===== config.mk =====
export PLATFORM = sky130hd
export DESIGN_NAME = gam_recall_pattern_loader
export DESIGN_NICKNAME = d
export VERILOG_FILES = /design/src/rtl/gam_recall_pattern_loader.sv
export SDC_FILE = /design/constraint.sdc
export NUM_CORES = 2
export LEC_CHECK = 0
export ABC_AREA = 1
export BUFFER_PORTS_ARGS = -buffer_cell sky130_fd_sc_hd__buf_2
export CAP_MARGIN = 20
export CORE_AREA = 3 3 333 335
export CTS_CLUSTER_SIZE = 24
export DETAILED_ROUTE_END_ITERATION = 10
export DIE_AREA = 0 0 336 338
export PLACE_DENSITY_LB_ADDON = 0.08
export SLEW_MARGIN = 20
export SYNTH_ARGS = -nofsm -noshare
export SYNTH_HDL_FRONTEND = slang
export SYNTH_SLANG_ARGS = --single-unit

===== constraint.sdc =====
create_clock -name clk_i -period 2.3 [get_ports clk_i]
set_input_delay 0.23 -clock clk_i [delete_from_list [all_inputs] [get_ports clk_i]]
set_output_delay 0.23 -clock clk_i [all_outputs]
set_load 0.02 [all_outputs]

===== src/rtl/gam_recall_pattern_loader.sv =====
// ----------------------------------------------------------------------------
// gam_recall_pattern_loader
//
// Front end of the GAM auto-associative recall stage. A serial element stream
// (valid/ready, in_last marks the final element) is gathered into a shadow
// vector. On a correctly sized pattern, the shadow vector, the threshold and
// the mode are copied to the outputs in one step. The loader then holds them
// stable for SETTLE_CYCLES so the combinational min-ED search can resolve.
// After that it raises pattern_valid_o until the consumer acknowledges.
// A short or long pattern produces a one-cycle err_len_o pulse and is dropped.
//
// Ports
//   clk_i              clock, all state on posedge
//   reset_i            synchronous active-high reset
//   in_valid_i         element beat valid
//   in_ready_o         element beat accepted when in_valid_i & in_ready_o
//   in_data_i [31:0]   pattern element
//   in_last_i          final element of a pattern
//   mode_in_i          mode for the pattern (0 = LEARNING, 1 = RECALL), first beat
//   tk_in_i   [31:0]   recall threshold, sampled on first beat
//   x_o       [DIM]    assembled pattern, element 0 = first beat
//   tk_o      [31:0]   latched threshold
//   learning_recall_o  mode driven to the recall stage
//   pattern_valid_o    recall result for x_o is settled
//   pattern_ack_i      consumer done with the current pattern
//   err_len_o          one-cycle pulse on a malformed pattern length
// ----------------------------------------------------------------------------
module gam_recall_pattern_loader #(
  parameter int DIM           = 16,
  parameter int SETTLE_CYCLES = 2
) (
  input  logic                  clk_i,
  input  logic                  reset_i,
  input  logic                  in_valid_i,
  output logic                  in_ready_o,
  input  logic [31:0]           in_data_i,
  input  logic                  in_last_i,
  input  logic                  mode_in_i,
  input  logic [31:0]           tk_in_i,
  output logic [DIM-1:0][31:0]  x_o,
  output logic [31:0]           tk_o,
  output logic                  learning_recall_o,
  output logic                  pattern_valid_o,
  input  logic                  pattern_ack_i,
  output logic                  err_len_o
);

  localparam int IDX_W  = (DIM > 1) ? $clog2(DIM) : 1;
  localparam int SCNT_W = (SETTLE_CYCLES > 1) ? $clog2(SETTLE_CYCLES) : 1;

  localparam logic [1:0] ST_COLLECT = 2'd0;
  localparam logic [1:0] ST_DRAIN   = 2'd1;
  localparam logic [1:0] ST_SETTLE  = 2'd2;
  localparam logic [1:0] ST_PRESENT = 2'd3;

  localparam logic LEARNING = 1'b0;
  localparam logic RECALL   = 1'b1;

  localparam logic [IDX_W-1:0]  IDX_LAST   = IDX_W'(DIM - 1);
  localparam logic [SCNT_W-1:0] SCNT_START = SCNT_W'(SETTLE_CYCLES - 1);

  logic [1:0]           state_q, state_d;
  logic [IDX_W-1:0]     idx_q, idx_d;
  logic [SCNT_W-1:0]    scnt_q, scnt_d;
  logic [DIM-1:0][31:0] shadow_q, shadow_d;
  logic                 smode_q, smode_d;
  logic [31:0]          stk_q, stk_d;
  logic [DIM-1:0][31:0] x_q, x_d;
  logic [31:0]          tk_q, tk_d;
  logic                 lr_q, lr_d;
  logic                 pv_q, pv_d;
  logic                 err_q, err_d;

  // Shadow vector with the current beat merged in. Feeding this (not
  // shadow_q) into x on the completion edge lets the last element land in x
  // on the same edge it is accepted.
  logic [DIM-1:0][31:0] shadow_wr;

  genvar gi;
  generate
    for (gi = 0; gi < DIM; gi++) begin : g_elem
      assign shadow_wr[gi] = (idx_q == IDX_W'(gi)) ? in_data_i : shadow_q[gi];
    end
  endgenerate

  logic beat;
  logic first_mode;
  logic [31:0] first_tk;

  assign in_ready_o = ((state_q == ST_COLLECT) || (state_q == ST_DRAIN)) && !reset_i;
  assign beat       = in_valid_i && in_ready_o;

  // On a one-beat pattern the shadow mode/threshold are not yet loaded, so
  // take the live inputs when the current beat is also the first.
  assign first_mode = (idx_q == '0) ? mode_in_i : smode_q;
  assign first_tk   = (idx_q == '0) ? tk_in_i   : stk_q;

  always_comb begin
    state_d  = state_q;
    idx_d    = idx_q;
    scnt_d   = scnt_q;
    shadow_d = shadow_q;
    smode_d  = smode_q;
    stk_d    = stk_q;
    x_d      = x_q;
    tk_d     = tk_q;
    lr_d     = lr_q;
    pv_d     = pv_q;
    err_d    = 1'b0;

    case (state_q)
      ST_COLLECT: begin
        if (beat) begin
          shadow_d = shadow_wr;
          if (idx_q == '0) begin
            smode_d = mode_in_i;
            stk_d   = tk_in_i;
          end
          if (in_last_i) begin
            idx_d = '0;
            if (idx_q == IDX_LAST) begin
              x_d     = shadow_wr;
              tk_d    = first_tk;
              lr_d    = first_mode;
              scnt_d  = SCNT_START;
              state_d = ST_SETTLE;
            end else begin
              // Too short: drop it, x and Tk keep the previous pattern.
              err_d = 1'b1;
            end
          end else if (idx_q == IDX_LAST) begin
            // Too long: swallow the remainder up to its in_last.
            err_d   = 1'b1;
            idx_d   = '0;
            state_d = ST_DRAIN;
          end else begin
            idx_d = idx_q + IDX_W'(1);
          end
        end
      end

      ST_DRAIN: begin
        if (beat && in_last_i) begin
          idx_d   = '0;
          state_d = ST_COLLECT;
        end
      end

      ST_SETTLE: begin
        if (scnt_q == '0) begin
          pv_d    = 1'b1;
          state_d = ST_PRESENT;
        end else begin
          scnt_d = scnt_q - SCNT_W'(1);
        end
      end

      ST_PRESENT: begin
        if (pattern_ack_i) begin
          pv_d    = 1'b0;
          lr_d    = LEARNING;
          state_d = ST_COLLECT;
        end
      end

      default: begin
        state_d = ST_COLLECT;
      end
    endcase
  end

  always_ff @(posedge clk_i) begin
    if (reset_i) begin
      state_q  <= ST_COLLECT;
      idx_q    <= '0;
      scnt_q   <= '0;
      shadow_q <= '0;
      smode_q  <= LEARNING;
      stk_q    <= '0;
      x_q      <= '0;
      tk_q     <= '0;
      lr_q     <= LEARNING;
      pv_q     <= 1'b0;
      err_q    <= 1'b0;
    end else begin
      state_q  <= state_d;
      idx_q    <= idx_d;
      scnt_q   <= scnt_d;
      shadow_q <= shadow_d;
      smode_q  <= smode_d;
      stk_q    <= stk_d;
      x_q      <= x_d;
      tk_q     <= tk_d;
      lr_q     <= lr_d;
      pv_q     <= pv_d;
      err_q    <= err_d;
    end
  end

  assign x_o               = x_q;
  assign tk_o              = tk_q;
  assign learning_recall_o = lr_q;
  assign pattern_valid_o   = pv_q;
  assign err_len_o         = err_q;

  // RECALL is only ever driven through first_mode; keep the name for readers.
  logic unused_recall;
  assign unused_recall = RECALL;

endmodule


==> out/metrics.yaml <==
cts_buffer_depth: 3
synth.area.top_cells: "dfxtp_1 51%, nor2_1 19%, o21ai_0 19%, nand2_1 5.3%, clkbuf_1 3.7%"
rr_worst_depth: 8
synth_top_area_cell: "dfxtp_1"
sw_frac_of_total_pct: 25.1
cts.sinks: 1099
holdPathEnd: "shadow_q[489]"
cap_viol_max_count: 0
worst_slack_ns: 0.230
first_iter_violations: 4016
fmax_mhz: 483
critPathLaunch: "idx_q[1]"
finish.instance_area_um2: 53000
worst-path-buf-inv: 2
rows: 121
setup.worst_path.start_class: "flop"
endpoint_kind: "flop"
async_flop_share_pct: 0
cp.arrival_ns: 2.67
cts_made_buffers: 120
grt_pass1_vias: 37506
setup_viol: 0
relSlewSlack_pct: 46.8
p_leak_uw: 0.0227
synth_ff_type: "dfxtp_1"
synthesis.nets: 6210
reg2reg_slack_ns: 0.23
htreeDepth: 3
grt_pass1_wl_um: 235000
synth-seq-cells: 1099
syn_avg_cell_area_um2: 7.05
cts.reportedPaths.clkPinSlew_ns: 0.06
fin_util_pct: 48.9
core-area_um2: 108000
crit_required_ns: 2.90
crit_type: "reg2reg"
cts_resized: 0
finClkSkew_ns: 0.0237
vias_per_cell: 5.19
yosysSeqAreaShare_pct: 50.9
cp_common_cell: "nor2_1"
synthDistinctLibCells: 22
yosysWarningCount: 0
rsz0062_at_grt: "false"
antenna_found_initial: 23
fin_setup_tns_ns: 0
synth.top_cell.area_share_pct: 50.9
drtPass1Iterations: 6
vias: 42135
r2r-end: "x_o[127]"
crit_family: "buffers and inverters"
clockPowerShare_pct: 45.1
hp-start: "in_data_i[9]"
vdd_ir_drop_max_mv: 0.624
dpl_cell_area_um2: 48600
die_w_um: 336
drive_above_1_share_pct: 15.6
syn_inst: 6136
syn_area_um2: 43200
report.power.total_uw: 42700
powerDensity_nw_per_um2: 806
grt.total_usage_pct: 26.7
start_util_pct: 39.9
grt_max_degree: 100
io_pins: 618
post_drt_wl_per_cell_um: 19.5
hold_buffers: 38
cp_cell_sequence: "ha_1 > nand3_2 > nor2_1 > nand2_4 > buf_12 > buf_4 > o21ai_0 > nor2_1"
internal_power_uw: 32000
cp_slowest_stage_delay_ns: 0.40
cts_root_buffer: "clkbuf_16"
place_ws_ns: 0.183
reg2reg_from: "idx_q[1]"
cts_setup_buffers: 0
fp.dieH_um: 338
dieArea_um2: 114000
period_share_pct: 90.0
wl_um: 158000
synth_edf_count: 0
drc_errors: 0
cts_tree: "built"
p_comb_share_pct: 8.2
hold_class: "in2reg"
drv_slew: 0
grt_overflow_total: 0
clk_latency_ns: 0.72
cp_slowest_cell: "dfxtp_1"
switchingPower_uw: 10700
post-dp-hpwl_um: 99700
synth.most_common_cell: "nor2_1"
holdPathStages: 5
io_buffers: 617
path_max_fanout: 47
syn_to_final_growth_pct: 22.5
hold_violations: 0
synth_common_cells: "2,185 x nor2_1, 1,605 x o21ai_0, 1,099 x dfxtp_1, 610 x nand2_1, 424 x clkbuf_1"
place_congestion: 0.808
worstMarginPinSlew_ns: 0.798
fin_nets: 6673
fin_crit_ns: 2.07
status: "complete, no violations"
seq_power_share_pct: 46.6
antenna_left: 0
state kept, by name, summed over array words and instances, names as in the netlist:
signal / cells
idx_q: 4
tk_o: 32
state_q: 2
stk_q: 32
smode_q: 1
err_len_o: 1
learning_recall_o: 1
scnt_q: 1
pattern_valid_o: 1
shadow_q: 512
x_o: 512
metrics by stage:
step | hold WS (ns) | instances
floorplan | 0.320 | 6136
global placement | 0.456 | 7853
detailed placement | 0.462 | 7853
CTS | 0.0256 | 8111
global route | 0.170 | 8112
finish | 0.0819 | 8119
cell type report:
cell class / instances / area [µm²]
Fill cell: 10899 / 55400
Sequential cell: 1099 / 22000
Multi-Input combinational cell: 4479 / 19100
Timing Repair Buffer: 847 / 5960
Clock buffer: 178 / 3550
Tap cell: 1414 / 1770
Clock inverter: 42 / 385
Inverter: 52 / 218
Antenna cell: 8 / 20.0
per-layer routing:
metal | global-route usage [%] | wire (µm) | share of wire, %
met5 | 0 | 13 | 0.0082
met4 | 9.22 | 5080 | 3.2
met3 | 3.61 | 10800 | 6.8
met2 | 42.9 | 72400 | 46
met1 | 37.0 | 69900 | 44
kinds of logic after synthesis:
kind of cell             count (synthesis)  synth area share (%)
AND/OR/NAND/NOR                       2857                  25.0
AO/OA/AOI/OAI                         1618                  18.7
flip-flops                            1099                  50.9
buffers and inverters                  558                  5.23
adder cells (fa/ha/maj)                  4                 0.116
worst min-delay path: cells and delay by family:
kind	cells	cell delay (ns)
AOI/OAI and AO/OA	1	0.22
buffers and inverters	2	0.18
and+or+nand+nor	2	0.14
worst max path at each step:
stage / end / depth (start not counted)
after global placement: x_o[127] / 8
after global routing: x_o[127] / 8
after detailed placement: x_o[127] / 8
final: x_o[127] / 8
after CTS: x_o[127] / 8
after floorplan: x_o[100] / 12
cells in the final DEF (no fill, tap or decap), types with 10 or more instances in the layout:
cell           synthesis  final
nand3_1               51     41
clkbuf_16              0    121
buf_12                 0     84
inv_2                  3     14
clkbuf_1             424     26
clkinv_2               0     29
nor2_1              2185   2185
buf_2                 52    617
dfxtp_1             1099   1099
inv_1                 48     25
clkinv_1               1     10
clkbuf_8               0     31
o21ai_0             1605   1605
a21oi_1               10     10
dlygate4sd3_1          0     38
buf_4                 21    108
nand2_1              610    606
power groups by stage:
| stage | combinational, µW | clock [µW] | sequential, µW |
|---|---|---|---|
| after floorplan | 2110 | 0 | 20300 |
| after global placement | 3390 | 0 | 20300 |
| after detailed placement | 3440 | 0 | 20300 |
| after CTS | 3510 | 19700 | 19900 |
| after global routing | 3930 | 20400 | 20000 |
| final | 3510 | 19300 | 19900 |
No activity file was read; power rests on OpenSTA's default activity.
